<file path="src/rtl/vga_pkg.sv">
// Shared constants for the VGA pixel stage: source-mode encoding and the
// default 640x480 active-window timing in counter ticks.
package vga_pkg;

    typedef enum logic [1:0] {
        MODE_IMAGE = 2'd0,
        MODE_BARS  = 2'd1,
        MODE_CHECK = 2'd2,
        MODE_SOLID = 2'd3
    } mode_e;

    localparam int DEF_H_ACT_START = 575;
    localparam int DEF_H_ACT_END   = 3135;
    localparam int DEF_V_ACT_START = 31;
    localparam int DEF_V_ACT_END   = 511;
    localparam int DEF_PIX_SHIFT   = 2;

endpackage

</file>
<file path="src/rtl/vga_pixel_stage_if.sv">
// Signal bundle between the timing/pixel source and the VGA pin stage.
interface vga_pixel_stage_if #(
    parameter int CNT_W   = 12,
    parameter int COLOR_W = 4
);
    logic [CNT_W-1:0]     H_count;
    logic [CNT_W-1:0]     V_count;
    logic                 hsync_in;
    logic                 vsync_in;
    logic                 red_col;
    logic                 green_col;
    logic                 blue_col;
    logic [1:0]           mode_in;
    logic [3*COLOR_W-1:0] solid_rgb;
    logic [COLOR_W-1:0]   VGA_RED;
    logic [COLOR_W-1:0]   VGA_GREEN;
    logic [COLOR_W-1:0]   VGA_BLUE;
    logic                 VGA_HS;
    logic                 VGA_VS;
    logic                 de;
    logic                 frame_start;
    logic [1:0]           mode_q;

    modport master (
        output H_count, V_count, hsync_in, vsync_in, red_col, green_col, blue_col,
               mode_in, solid_rgb,
        input  VGA_RED, VGA_GREEN, VGA_BLUE, VGA_HS, VGA_VS, de, frame_start, mode_q
    );

    modport slave (
        input  H_count, V_count, hsync_in, vsync_in, red_col, green_col, blue_col,
               mode_in, solid_rgb,
        output VGA_RED, VGA_GREEN, VGA_BLUE, VGA_HS, VGA_VS, de, frame_start, mode_q
    );
endinterface

</file>
<file path="src/rtl/vga_delay_line.sv">
// Fixed-depth register delay for a bundle of signals; clears fully on reset.
module vga_delay_line #(
    parameter int WIDTH = 1,
    parameter int DEPTH = 1
) (
    input  logic             clk,
    input  logic             reset,
    input  logic [WIDTH-1:0] din,
    output logic [WIDTH-1:0] dout
);
    logic [WIDTH-1:0] stage_r [DEPTH];

    // Shift register: every stage moves one step per clock.
    always_ff @(posedge clk or posedge reset) begin
        if (reset) begin
            for (int i = 0; i < DEPTH; i++) begin
                stage_r[i] <= {WIDTH{1'b0}};
            end
        end else begin
            stage_r[0] <= din;
            for (int i = 1; i < DEPTH; i++) begin
                stage_r[i] <= stage_r[i-1];
            end
        end
    end

    assign dout = stage_r[DEPTH-1];
endmodule

</file>
<file path="src/rtl/vga_pixel_stage.sv">
// VGA colour output stage: active-window gating, frame-synchronous source
// modes, and a pipeline keeping syncs/de/frame_start aligned with colour.
module vga_pixel_stage
    import vga_pkg::*;
#(
    parameter int CNT_W       = 12,
    parameter int COLOR_W     = 4,
    parameter int H_ACT_START = DEF_H_ACT_START,
    parameter int H_ACT_END   = DEF_H_ACT_END,
    parameter int V_ACT_START = DEF_V_ACT_START,
    parameter int V_ACT_END   = DEF_V_ACT_END,
    parameter int PIX_SHIFT   = DEF_PIX_SHIFT,
    parameter int LATENCY     = 1,
    parameter int BAR_SHIFT   = 6,
    parameter int CHK_SHIFT   = 5
) (
    input logic               clk,
    input logic               reset,
    vga_pixel_stage_if.slave  vif
);
    localparam int RGB_W = 3 * COLOR_W;
    localparam int BW    = RGB_W + 4;

    logic             act_s;
    logic             fs_s;
    logic [CNT_W-1:0] hoff_s;
    logic [CNT_W-1:0] y_s;
    logic [2:0]       bar_s;
    logic             chk_s;
    mode_e            mode_eff_s;
    logic [RGB_W-1:0] rgb_s;
    mode_e            mode_r;
    logic [BW-1:0]    stage0_r;
    logic [BW-1:0]    bundle_s;

    // Window decode, pixel coordinates and colour source selection.
    always_comb begin
        act_s  = (vif.H_count >= CNT_W'(H_ACT_START)) && (vif.H_count < CNT_W'(H_ACT_END)) &&
                 (vif.V_count >= CNT_W'(V_ACT_START)) && (vif.V_count < CNT_W'(V_ACT_END));
        fs_s   = (vif.H_count == {CNT_W{1'b0}}) && (vif.V_count == {CNT_W{1'b0}});
        hoff_s = vif.H_count - CNT_W'(H_ACT_START);
        y_s    = vif.V_count - CNT_W'(V_ACT_START);
        // Bar index and checker bit come straight from the unscaled offset.
        bar_s  = 3'(hoff_s >> (PIX_SHIFT + BAR_SHIFT));
        chk_s  = 1'(hoff_s >> (PIX_SHIFT + CHK_SHIFT)) ^ 1'(y_s >> CHK_SHIFT);
        // A new mode applies from the frame-start cycle itself.
        mode_eff_s = fs_s ? mode_e'(vif.mode_in) : mode_r;
        rgb_s      = {RGB_W{1'b0}};
        if (act_s) begin
            case (mode_eff_s)
                MODE_IMAGE: rgb_s = {{COLOR_W{vif.red_col}}, {COLOR_W{vif.green_col}},
                                     {COLOR_W{vif.blue_col}}};
                MODE_BARS:  rgb_s = {{COLOR_W{bar_s[2]}}, {COLOR_W{bar_s[1]}},
                                     {COLOR_W{bar_s[0]}}};
                MODE_CHECK: rgb_s = {RGB_W{chk_s}};
                MODE_SOLID: rgb_s = vif.solid_rgb;
                default:    rgb_s = {RGB_W{1'b0}};
            endcase
        end else begin
            rgb_s = {RGB_W{1'b0}};
        end
    end

    // Stage 0: mode latch and first pipeline register.
    always_ff @(posedge clk or posedge reset) begin
        if (reset) begin
            mode_r   <= MODE_IMAGE;
            stage0_r <= {BW{1'b0}};
        end else begin
            mode_r   <= mode_eff_s;
            stage0_r <= {rgb_s, act_s, vif.hsync_in, vif.vsync_in, fs_s};
        end
    end

    generate
        if (LATENCY > 1) begin : g_delay
            vga_delay_line #(
                .WIDTH (BW),
                .DEPTH (LATENCY - 1)
            ) u_delay (
                .clk   (clk),
                .reset (reset),
                .din   (stage0_r),
                .dout  (bundle_s)
            );
        end else begin : g_nodelay
            assign bundle_s = stage0_r;
        end
    endgenerate

    assign vif.VGA_RED     = bundle_s[BW-1 -: COLOR_W];
    assign vif.VGA_GREEN   = bundle_s[BW-1-COLOR_W -: COLOR_W];
    assign vif.VGA_BLUE    = bundle_s[BW-1-2*COLOR_W -: COLOR_W];
    assign vif.de          = bundle_s[3];
    assign vif.VGA_HS      = bundle_s[2];
    assign vif.VGA_VS      = bundle_s[1];
    assign vif.frame_start = bundle_s[0];
    assign vif.mode_q      = mode_r;
endmodule

</file>
<file path="src/flat_wrapper.sv">
// flat-port wrapper written by rule: the top's interface ports become plain ports
module vga_pixel_stage_flat import vga_pkg::*;
#(
    parameter int CNT_W       = 12,
    parameter int COLOR_W     = 4,
    parameter int H_ACT_START = DEF_H_ACT_START,
    parameter int H_ACT_END   = DEF_H_ACT_END,
    parameter int V_ACT_START = DEF_V_ACT_START,
    parameter int V_ACT_END   = DEF_V_ACT_END,
    parameter int PIX_SHIFT   = DEF_PIX_SHIFT,
    parameter int LATENCY     = 1,
    parameter int BAR_SHIFT   = 6,
    parameter int CHK_SHIFT   = 5
)
  (clk, reset, vif_H_count, vif_V_count, vif_hsync_in, vif_vsync_in, vif_red_col, vif_green_col, vif_blue_col, vif_mode_in, vif_solid_rgb, vif_VGA_RED, vif_VGA_GREEN, vif_VGA_BLUE, vif_VGA_HS, vif_VGA_VS, vif_de, vif_frame_start, vif_mode_q);
  vga_pixel_stage_if #(.CNT_W(CNT_W), .COLOR_W(COLOR_W)) vif_i ();
  input logic clk;
  input logic reset;
  input wire logic [$bits(vif_i.H_count)-1:0] vif_H_count;
  input wire logic [$bits(vif_i.V_count)-1:0] vif_V_count;
  input wire logic [$bits(vif_i.hsync_in)-1:0] vif_hsync_in;
  input wire logic [$bits(vif_i.vsync_in)-1:0] vif_vsync_in;
  input wire logic [$bits(vif_i.red_col)-1:0] vif_red_col;
  input wire logic [$bits(vif_i.green_col)-1:0] vif_green_col;
  input wire logic [$bits(vif_i.blue_col)-1:0] vif_blue_col;
  input wire logic [$bits(vif_i.mode_in)-1:0] vif_mode_in;
  input wire logic [$bits(vif_i.solid_rgb)-1:0] vif_solid_rgb;
  output wire logic [$bits(vif_i.VGA_RED)-1:0] vif_VGA_RED;
  output wire logic [$bits(vif_i.VGA_GREEN)-1:0] vif_VGA_GREEN;
  output wire logic [$bits(vif_i.VGA_BLUE)-1:0] vif_VGA_BLUE;
  output wire logic [$bits(vif_i.VGA_HS)-1:0] vif_VGA_HS;
  output wire logic [$bits(vif_i.VGA_VS)-1:0] vif_VGA_VS;
  output wire logic [$bits(vif_i.de)-1:0] vif_de;
  output wire logic [$bits(vif_i.frame_start)-1:0] vif_frame_start;
  output wire logic [$bits(vif_i.mode_q)-1:0] vif_mode_q;
  assign vif_i.H_count = vif_H_count;
  assign vif_i.V_count = vif_V_count;
  assign vif_i.hsync_in = vif_hsync_in;
  assign vif_i.vsync_in = vif_vsync_in;
  assign vif_i.red_col = vif_red_col;
  assign vif_i.green_col = vif_green_col;
  assign vif_i.blue_col = vif_blue_col;
  assign vif_i.mode_in = vif_mode_in;
  assign vif_i.solid_rgb = vif_solid_rgb;
  assign vif_VGA_RED = vif_i.VGA_RED;
  assign vif_VGA_GREEN = vif_i.VGA_GREEN;
  assign vif_VGA_BLUE = vif_i.VGA_BLUE;
  assign vif_VGA_HS = vif_i.VGA_HS;
  assign vif_VGA_VS = vif_i.VGA_VS;
  assign vif_de = vif_i.de;
  assign vif_frame_start = vif_i.frame_start;
  assign vif_mode_q = vif_i.mode_q;
  vga_pixel_stage #(.CNT_W(CNT_W), .COLOR_W(COLOR_W), .H_ACT_START(H_ACT_START), .H_ACT_END(H_ACT_END), .V_ACT_START(V_ACT_START), .V_ACT_END(V_ACT_END), .PIX_SHIFT(PIX_SHIFT), .LATENCY(LATENCY), .BAR_SHIFT(BAR_SHIFT), .CHK_SHIFT(CHK_SHIFT)) u_core (.clk(clk), .reset(reset), .vif(vif_i));
endmodule
</file>
<file path="config.mk">
export PLATFORM = sky130hd
export DESIGN_NAME = vga_pixel_stage_flat
export DESIGN_NICKNAME = d
export VERILOG_FILES = /design/src/rtl/vga_pkg.sv /design/src/rtl/vga_pixel_stage_if.sv /design/src/rtl/vga_delay_line.sv /design/src/rtl/vga_pixel_stage.sv /design/src/flat_wrapper.sv
export SDC_FILE = /design/constraint.sdc
export NUM_CORES = 1
export LEC_CHECK = 0
export ABC_AREA = 1
export CORE_MARGIN = 2
export CORE_UTILIZATION = 40
export DETAILED_ROUTE_END_ITERATION = 10
export GPL_ROUTABILITY_DRIVEN = 1
export GPL_TIMING_DRIVEN = 0
export PLACE_DENSITY = 0.8
export SLEW_MARGIN = 20
export SYNTH_ARGS = -nofsm -noshare
export SYNTH_HDL_FRONTEND = slang
export SYNTH_SLANG_ARGS = --single-unit
export TNS_END_PERCENT = 100
</file>
<file path="constraint.sdc">
create_clock -name clk -period 1.25 [get_ports clk]
set_input_delay 0.25 -clock clk [delete_from_list [all_inputs] [get_ports clk]]
set_output_delay 0.25 -clock clk [all_outputs]
set_load 0.02 [all_outputs]
</file>
Word level (Yosys, flattened, before mapping)
Index checks and enable logic that the tools add are counted.

Add/subtract/negate cells: 2. $lt $le $gt $ge: 4. Eq/ne operators: 3. Muxes and demuxes: 3. Bitwise gates (word level): 1. Reduce and logical (&&, ||, !) cells: 7.

Operators by type and width (number): $pmux 12 s4 (1); $logic_not 12->1 (2); $ge 12x10->1 const B (1); $ge 12x5->1 const B (1); $lt 12x12->1 const B (1); $lt 12x9->1 const B (1); $mux 12 (1); $sub 11x10->11 const B (1); $sub 6x5->6 const B (1); $eq 2x2->1 const B (2); $logic_and 1x1->1 (4); $eq 2x1->1 const B (1); $logic_not 2->1 (1); $mux 2 (1); $xor 1x1->1 (1).

Flip-flop bits (word level): 18. Bits of input ports: 45. Output and inout bits: 18. Word-level logic and storage cells: 22.

Longest topological paths before layout
Gate-level depths: netlist of run 1.

Depth in word-level cells: 6. Gate-level depth with buffers: 13. Gate-level depth less buffers: 13.

Worst setup path after synthesis of run 1
Ideal clock, no wire load.

Kind: in2reg. Start point: input vif_V_count[6]. End point: register u_core.stage0_r[10], in the netlist u_core.bundle_s[10]. Library setup time: 0.123 ns. Arrival: 1.276 ns. Required time: 1.127 ns. Path slack: -0.149 ns. Cell stages on the path: 11. Path buffers: 1. Path through: nor2_1 nand2_2 nor2_8 nand3_4 nand2_2 nand2_4 buf_12 nand3_2 nand2_1 nor2_1 nor2_1.

Word-level cells in the longest chain between the ends: 6. Elaborated cells between the ends (all ways): 13. Those cells by class: order compare: 2; eq/ne: 3; mux: 3; reduce/logical: 5.

RTL lines: from (decl) (RTL line flat_wrapper.sv:20) `input wire logic [$bits(vif_i.V_count)-1:0] vif_V_count;`; $logic_not 12->1 * (RTL line vga_pixel_stage.sv:40) `fs_s = (vif.H_count == {CNT_W{1'b0}}) && (vif.V_count == {CNT_W{1'b0}});`; $logic_and 1x1->1 * (RTL line vga_pixel_stage.sv:40); $mux 2 * (RTL line vga_pixel_stage.sv:47) `mode_eff_s = fs_s ? mode_e'(vif.mode_in) : mode_r;`; via u_core.mode_eff_s[0] (RTL line vga_pixel_stage.sv:30) `mode_e mode_eff_s;`; $eq 2x2->1 (tied with other cells) (RTL line vga_pixel_stage.sv:50) `case (mode_eff_s)`; $pmux 12 s4 * (RTL line vga_pixel_stage.sv:50); $mux 12 * (RTL line vga_pixel_stage.sv:49) `if (act_s) begin`; via u_core.rgb_s[6] (RTL line vga_pixel_stage.sv:31) `logic [RGB_W-1:0] rgb_s;`; to (signal assigned) (RTL line vga_pixel_stage.sv:68) `stage0_r <= {BW{1'b0}};`; to (signal assigned) (RTL line vga_pixel_stage.sv:71) `stage0_r <= {rgb_s, act_s, vif.hsync_in, vif.vsync_in, fs_s};`; to (decl) (RTL line vga_pixel_stage.sv:33) `logic [BW-1:0] stage0_r;`.

The timed path passes the listed nets; every way through them passes the cells marked *.

Worst setup path after layout of run 1
Start point: input vif_H_count[6]. End point: register u_core.stage0_r[11], in the netlist u_core.bundle_s[11].

Word-level cells in the longest chain between the ends: 6. Elaborated cells between the ends (all ways): 16. Those cells by class: add/sub: 1; order compare: 2; eq/ne: 3; mux: 3; bitwise: 1; reduce/logical: 6.

RTL lines: from (decl) (RTL line flat_wrapper.sv:19) `input wire logic [$bits(vif_i.H_count)-1:0] vif_H_count;`; $logic_not 12->1 * (RTL line vga_pixel_stage.sv:40); $logic_and 1x1->1 * (RTL line vga_pixel_stage.sv:40); $mux 2 * (RTL line vga_pixel_stage.sv:47); via u_core.mode_eff_s[1] (RTL line vga_pixel_stage.sv:30); $eq 2x2->1 (tied with other cells) (RTL line vga_pixel_stage.sv:50); $pmux 12 s4 * (RTL line vga_pixel_stage.sv:50); $mux 12 * (RTL line vga_pixel_stage.sv:49); via u_core.rgb_s[7] (RTL line vga_pixel_stage.sv:31).

Marks and branches as above.

==> results of run 1 <==
## stage by stage
step,instances,setup TNS [ns]
floorplan,164,-1.27
global placement,270,-10.25
detailed placement,270,-10.62
CTS,294,-1.09
global route,299,-2.49
finish,299,-1.37
## cells in the final DEF (no fill, tap or decap), drive strengths merged
cell           instances
clkdlybuf4s50         20
nand4                  4
o21ai                  4
nor3                   3
and3                   1
clkdlybuf4s15          9
nand2                 48
clkbuf                 4
a21oi                  1
buf                   51
nand3b                 1
dlygate4sd2            8
nor2                  35
nand3                 29
dfrtp                 18
a21o                   1
inv                   18
## per-layer routing
metal / GRT usage (%) / part of all wire (%)
met2: 40.2 / 53
met3: 2.60 / 5.3
met5: 0 / 0
met1: 28.5 / 40
met4: 6.98 / 1.7
## state kept, by name, summed over array words and instances (netlist names)
signal             cells
u_core.vif.mode_q      2
u_core.bundle_s       16
## power breakdown
part | switching [W] | internal, W | total [W]
clock network | 0.000192 | 0.000177 | 0.000369
registers | 0.00000278 | 0.000595 | 0.000597
logic | 0.000167 | 0.000200 | 0.000367
## kinds of logic after synthesis
logic type / count (synthesis) / share of synthesized area, %
AOI/OAI and AO/OA: 6 / 4.09
buffers and inverters: 20 / 8.18
DFF: 18 / 35.9
and+or+nand+nor: 120 / 51.8
## Yosys cell counts (2+ instances only)
| library cell | instances |
|---|---|
| o21ai_2 | 2 |
| nand3_1 | 19 |
| dfrtp_1 | 18 |
| nor2_2 | 2 |
| inv_1 | 16 |
| nand2_2 | 3 |
| nand3_2 | 9 |
| nor2_4 | 3 |
| nor3_1 | 2 |
| nand2_4 | 3 |
| nand4_1 | 3 |
| inv_2 | 2 |
| nand2_1 | 41 |
| nor2_1 | 29 |
## timing repair
| item | in CTS | in global routing |
|---|---|---|
| hold endpoints to repair | 0 | 0 |
| setup endpoints to repair | 33 | 23 |
| setup buffers | 17 | 5 |
| cloned | 3 | 0 |
| resized for setup | 159 | 40 |
| hold buffers | 0 | 0 |
| pin swaps | 46 | 23 |
## worst min path at each step
| stage | end | slack (ns) | startpoint |
|---|---|---|---|
| 6_report | u_core.bundle_s[3] | 0.33 | reset |
| 5_1_grt | u_core.bundle_s[2] | 0.39 | vif_hsync_in |
| 4_1_cts | u_core.bundle_s[10] | 0.37 | reset |
| 3_5_place_dp | u_core.bundle_s[7] | 0.67 | reset |
| 3_3_place_gp | u_core.bundle_s[10] | 0.68 | reset |
| 2_1_floorplan | u_core.bundle_s[0] | 0.19 | reset |
## cell type report
type / count / area share (%)
Tap cell: 44 / 2.31
Multi-Input combinational cell: 127 / 37.2
Timing Repair Buffer: 86 / 35.7
Sequential cell: 18 / 18.9
Clock buffer: 4 / 1.52
Buffer: 2 / 1.47
Inverter: 18 / 2.83
## worst reg2reg max path, stage by stage (launching register included)
cell,delay [ns]
dfrtp_1,0.43
buf_4,0.16
nand2_4,0.08
nand2_8,0.08
buf_8,0.16
nand3_2,0.05
nand2_1,0.07
nor2_1,0.14
nor2_1,0.06
==> qor.yml, run 1 <==
status: "complete, but fails checks"
violations: "setup timing"
ios: 63
ys_async_sr_fraction_pct: 100
p_leak_nw: 1.23
critical_path_class: "in2reg"
row_count: 20
design_area_sq_um: 2380
avgRoutedWirePerCell_microns: 13.8
drc: 0
grt_pass1_vias: 1343
antenna_found_initial: 0
synth_fp_nets: 209
finalClockSkew_ns: 0.0116
via_per_inst: 4.93
regArea_sq_um: 450
ys_ff_latch: 18
worstPathArrival_ns: 1.62
grt_usage_pct: 22.7
gr-total-overflow: 0
fin_util_pct: 78.7
path_max_fanout: 5
dp.final_hpwl_mm: 2.25
clock_latency_ns: 0.30
rr_endpoint: "u_core.bundle_s[11]"
end_kind: "flop"
min_period_over_period_pct: 115
ant_nets: 0
die_w_microns: 60.0
holdWs_ns: 0.335
drt_iter0_drc: 52
relSlewSlack_pct: 56.4
ir_drop_v: 0.000251
cp.depth: 13
multiInputGateArea_sq_um: 887
synthCells: 164
fin_crit_ns: 1.44
fmax_mhz: 696
routed_wl_mm: 4.12
r2r_cells: 8
crit_path_end: "u_core.bundle_s[11]"
core_area_sq_um: 3030
slew_violations: 0
path_clk_slew_ns: 0.12
cp_top_family: "simple AND/OR/NAND/NOR gates"
syn_to_final_growth_pct: 90.1
reg2reg_slack_ns: -0.10
synth_cell_types: 26
port_buffers: 62
synthFlopType: "dfrtp_1"
drive_gt1_share_pct: 42.7
dr.pass1.iters: 4
root_buffer: "clkbuf_4"
routabilityCongestion: 0.771
setup_viol: 12
yosysTopAreaCellShare_pct: 35.9
max_stage_delay_ns: 0.16
pre_cts_slack_ns: -0.763
die_h_microns: 60.0
dieArea_sq_um: 3600
fin_ws_ns: -0.188
fillerInstances: 182
path_cells: "buf_8 > nor2_4 > nand2_4 > nor2_8 > nand3_4 > buf_6 > nand2_4 > nand2_8 > buf_8 > nand3_2 > nand2_1 > nor2_1 > nor2_1"
rsz0062_at_grt: "true"
grt_max_degree: 19
grt_pass1_wl_mm: 6.10
reg2reg_from: "u_core.vif.mode_q[1]"
synth_edf_count: 0
worst_pin_slew_ns: 0.653
htreeDepth: 1
nets: 301
cts.path.max_buffers: 2
cts.sink_count: 18
startpoint: "vif_H_count[6]"
worstSetupStartpointType: "primary input"
netlist_area_sq_um: 1250
start_util_pct: 41.4
yosysWarnings: 0
cp_num_buf_inv: 3
diodes: 0
ys_seq_area_share_pct: 35.9
cts_made_buffers: 3
synth_area_leaders: "dfrtp_1, nand2_1, nor2_1"
hold_path.class: "in2async"
hold_violations: 0
synth_area_per_cell_sq_um: 7.64
maxCapViolCount: 0
cp_slowest_cell: "nor2_4"
p_per_area_nw_per_um2: 559
vias: 1475
p_total_w: 0.00133
crit_required_ns: 1.44
cts_tree: "built"
postPlaceCellArea_sq_um: 1950
yosysTopAreaCell: "dfrtp_1"
(Power assumes the default switching activity.)
==> inputs of run 2 (changes only) <==
--- a/config.mk
+++ b/config.mk
@@ -8,11 +8,12 @@
 export ABC_AREA = 1
 export CORE_MARGIN = 2
 export CORE_UTILIZATION = 40
+export CTS_CLUSTER_SIZE = 40
 export DETAILED_ROUTE_END_ITERATION = 10
 export GPL_ROUTABILITY_DRIVEN = 1
 export GPL_TIMING_DRIVEN = 0
 export PLACE_DENSITY = 0.8
-export SLEW_MARGIN = 20
+export REMOVE_ABC_BUFFERS = 1
 export SYNTH_ARGS = -nofsm -noshare
 export SYNTH_HDL_FRONTEND = slang
 export SYNTH_SLANG_ARGS = --single-unit
==> qor.yml, run 2 (same netlist as run 1, synthesis figures left out) <==
worstPathArrival_ns: 1.54
pre_cts_slack_ns: -0.846
drt_iter0_drc: 47
end_kind: "flop"
fmax_mhz: 739
clock_latency_ns: 0.30
hold_violations: 0
violations: "setup timing"
routed_wl_mm: 3.87
crit_required_ns: 1.44
reg2reg_slack_ns: -0.01
grt_usage_pct: 21.1
mostFrequentLayoutCells: "nand2_1, clkdlybuf4s50_1, buf_6"
avgRoutedWirePerCell_microns: 13.4
via_per_inst: 4.90
gr-total-overflow: 0
htreeDepth: 1
fin_util_pct: 75.4
row_count: 20
core_area_sq_um: 3030
syn_to_final_growth_pct: 82.1
fin_setup_tns_ns: -0.895
critical_path_class: "in2reg"
hold_path.class: "in2async"
port_buffers: 62
rsz0062_at_grt: "true"
nets: 290
layout_commonest_cell: "nand2_1"
antenna_found_initial: 0
finalClockSkew_ns: 0.0138
grt_pass1_wl_mm: 5.75
largest_reg_flops: 16
relSlewSlack_pct: 56.0
routabilityCongestion: 0.786
die_w_microns: 60.0
fin_ws_ns: -0.103
grt_pass1_vias: 1350
status: "complete, but fails checks"
p_leak_nw: 1.18
setup_viol: 12
dp.final_hpwl_mm: 2.19
cts_made_buffers: 3
ant_nets: 0
dr.pass1.iters: 4
cts_hold_buf: 0
drive_gt1_share_pct: 43.0
root_buffer: "clkbuf_4"
cts.sink_count: 18
r2r_cells: 8
reg2reg_from: "u_core.vif.mode_q[1]"
ios: 63
worst_pin_slew_ns: 0.659
start_util_pct: 41.4
worstSetupStartpointType: "primary input"
cts_tree: "built"
path_max_fanout: 6
fin_crit_ns: 1.35
ir_drop_v: 0.000343
maxCapViolCount: 0
cts.path.max_buffers: 2
diodes: 0
die_h_microns: 60.0
p_per_area_nw_per_um2: 567
rr_endpoint: "u_core.bundle_s[12]"
dieArea_sq_um: 3600
drc: 0
min_period_over_period_pct: 108
grt_max_degree: 19
vias: 1412
path_clk_slew_ns: 0.11
slew_violations: 0
## run 2: cell types whose count changed in the layout (fill, tap and decap cells not counted), moves of 2 or more
cell / previous run / this run
nand3_1: 15 / 12
buf_16: 2 / 0
buf_4: 17 / 9
nand3_2: 13 / 16
buf_2: 6 / 8
nand2_4: 5 / 8
nor2_2: 4 / 8
nor2_1: 18 / 15
buf_6: 22 / 19
## run 2: repair_timing
action / 4_1_cts / 5_1_grt
endpoints found under the setup margin: 33 / 20
gates resized for setup: 160 / 43
pin swaps: 48 / 42
cloned: 2 / 0
setup buffers: 12 / 2
## run 2: through the flow
step	power (W)	hold slack, ns	cell area (sq um)	std cells
final	0.00129	0.343	2280	288
after CTS	0.00125	0.365	2120	286
after global placement	0.000904	0.673	1890	268
after detailed placement	0.000907	0.683	1890	268
after global routing	0.00134	0.388	2280	288
after floorplan	0.000710	0.189	1220	162
## run 2: cell type report
class / instances / area, sq um
timing repair buffer: 76 / 743
inverter: 18 / 70.1
fill: 223 / 744
multi-input combinational: 128 / 928
sequential: 18 / 450
tap: 44 / 55.1
clock buffer: 4 / 36.3
## run 2: where the power goes
| part | total [W] | internal, W | switching, W |
|---|---|---|---|
| sequential | 0.000597 | 0.000594 | 0.00000261 |
| combinational | 0.000339 | 0.000181 | 0.000158 |
| clock | 0.000358 | 0.000177 | 0.000181 |
| total | 0.00129 | 0.000953 | 0.000341 |
## run 2: worst max path at each step
stage	to	depth (start not counted)	slack (ns)	startpoint
final	u_core.bundle_s[15]	12	-0.10	vif_H_count[4]
after global routing	u_core.bundle_s[15]	12	-0.21	vif_H_count[4]
after CTS	u_core.bundle_s[11]	10	-0.05	vif_H_count[7]
after detailed placement	u_core.bundle_s[11]	11	-0.85	vif_V_count[5]
after global placement	u_core.bundle_s[4]	11	-0.82	vif_V_count[5]
after floorplan	u_core.bundle_s[10]	10	-0.21	vif_V_count[6]
## run 2: critical path, cell delays in order
cell and delay (ns):
buf_2 0.11, nor2_2 0.10, nand2_2 0.08, nor2_4 0.19, nand3_4 0.14, nand2_4 0.13
nand2_8 0.09, buf_8 0.15, nand3_2 0.07, nand3_1 0.10, nand2_1 0.09, inv_1 0.04
## run 2: metal layers
| metal | track usage (%) | share of wire [%] | wire length [microns] |
|---|---|---|---|
| met5 | 0 | 0 | 0 |
| met1 | 24.5 | 37 | 1440 |
| met2 | 38.4 | 54 | 2090 |
| met3 | 3.68 | 6.2 | 239 |
| met4 | 7.30 | 2.5 | 95 |
==> inputs of run 3 (changes only) <==
--- a/config.mk
+++ b/config.mk
@@ -12,6 +12,7 @@
 export DETAILED_ROUTE_END_ITERATION = 10
 export GPL_ROUTABILITY_DRIVEN = 1
 export GPL_TIMING_DRIVEN = 0
+export MAX_ROUTING_LAYER = met4
 export PLACE_DENSITY = 0.8
 export REMOVE_ABC_BUFFERS = 1
 export SYNTH_ARGS = -nofsm -noshare
==> qor.yml, run 3 (same netlist as run 1, synthesis figures left out) <==
status: "complete, but fails checks"
violations: "setup timing"
cp_top_family: "simple AND/OR/NAND/NOR gates"
worstPathArrival_ns: 1.58
critical_path_class: "in2reg"
ios: 63
worst_pin_slew_ns: 0.647
fin_cells: 288
cts_tree: "built"
nets: 290
slew_violations: 0
antenna_found_initial: 0
grt_pass1_vias: 1354
routabilityCongestion: 0.797
die_h_microns: 60.0
mostFrequentLayoutCells: "nand2_1, clkdlybuf4s50_1, buf_6"
path_clk_slew_ns: 0.10
dieArea_sq_um: 3600
drc: 0
maxCapViolCount: 0
dp.final_hpwl_mm: 2.19
routed_wl_mm: 3.87
max_stage_delay_ns: 0.29
via_per_inst: 4.95
p_total_w: 0.00129
cp_num_buf_inv: 1
drt_iter0_drc: 37
port_buffers: 62
start_util_pct: 41.4
avgRoutedWirePerCell_microns: 13.4
relSlewSlack_pct: 56.8
ant_nets: 0
grt_usage_pct: 21.6
fmax_mhz: 738
end_kind: "flop"
cts.sink_count: 18
place_inst: 268
largest_reg_flops: 16
swShare_pct: 26.1
syn_to_final_growth_pct: 82.1
fin_setup_tns_ns: -0.995
dr.pass1.iters: 4
p_clk_share_pct: 27.4
fin_ws_ns: -0.105
p_leak_nw: 1.18
p_per_area_nw_per_um2: 564
setup_viol: 12
grt_max_degree: 19
diodes: 0
path_cells: "buf_2 > nor2_2 > nand2_2 > nor2_4 > nand3_4 > nand2_4 > nand2_8 > a21oi_4 > nor2_1 > nor2_1"
clock_latency_ns: 0.30
htreeDepth: 1
pre_cts_slack_ns: -0.846
vias: 1426
cts.path.max_buffers: 2
drive_gt1_share_pct: 43.0
sequentialPowerShare_pct: 46.3
finalClockSkew_ns: 0.0104
fin_crit_ns: 1.35
ir_drop_v: 0.000337
root_buffer: "clkbuf_4"
path_max_fanout: 8
internal_power_w: 0.000953
hold_violations: 0
rsz0062_at_grt: "true"
gr-total-overflow: 0
cts_made_buffers: 3
cp_slowest_cell: "a21oi_4"
die_w_microns: 60.0
crit_required_ns: 1.48
grt_pass1_wl_mm: 5.73
p_sw_w: 0.000336
worstSetupStartpointType: "primary input"
critical_path.most_common_cell: "nor2_1"
row_count: 20
layout_commonest_cell: "nand2_1"
cts_hold_buf: 0
hold_path.class: "in2async"
core_area_sq_um: 3030
min_period_over_period_pct: 108
combPwrFrac_pct: 26.3
==> run 3: metrics by stage <==
step                      area, sq um  util (%)  hold WS (ns)
after CTS                        2120      70.0         0.365
after global placement           1890      62.6         0.673
after detailed placement         1890      62.6         0.683
after global routing             2280      75.4         0.388
final                            2280      75.4         0.345
after floorplan                  1220         -         0.189
==> run 3: path summary, 6_finish.rpt <==
path / start / endpoint / slack (ns) / depth (start not counted)
worst min register to register: u_core.vif.mode_q[0] / u_core.vif.mode_q[0] / 0.74 / 3
worst max register to register: u_core.vif.mode_q[1] / u_core.bundle_s[12] / 0 / 8
worst max-delay path: vif_H_count[4] / u_core.bundle_s[10] / -0.10 / 10
min in group clk: vif_hsync_in / u_core.bundle_s[2] / 0.39 / 1
max in group asynchronous: reset / u_core.bundle_s[14] / 0.48 / 2
worst min-delay path: reset / u_core.bundle_s[10] / 0.34 / 2
==> run 3: area by class of cell <==
class,count,area (sq um)
fillers,223,744
flip-flops and latches,18,450
clock buffers,4,36.3
inverters,18,70.1
repair buffers,76,743
multi-input cells,128,928
well taps,44,55.1
==> run 3: power by group through the flow <==
stage	logic, W	registers, W	clock network, W
after global placement	0.000295	0.000609	0
after detailed placement	0.000298	0.000609	0
after global routing	0.000366	0.000598	0.000377
after floorplan	0.0000837	0.000627	0
after CTS	0.000298	0.000597	0.000358
final	0.000338	0.000597	0.000353
==> run 3: what timing repair did <==
item	in CTS	in global routing
hold endpoints to repair	0	0
pin swaps	48	42
gates cloned	2	0
buffers inserted	12	2
setup endpoints to repair	33	20
resized for setup	160	43
==> run 3: routing by layer <==
metal	part of all wire [%]	wire, microns	global-route usage, %	vias to the layer above
li1	-	-	-	688
met1	36	1410	24.5	653
met2	54	2100	38.2	73
met3	6.6	255	3.68	12
met4	2.7	103	7.30	0
met5	0	0	-	-
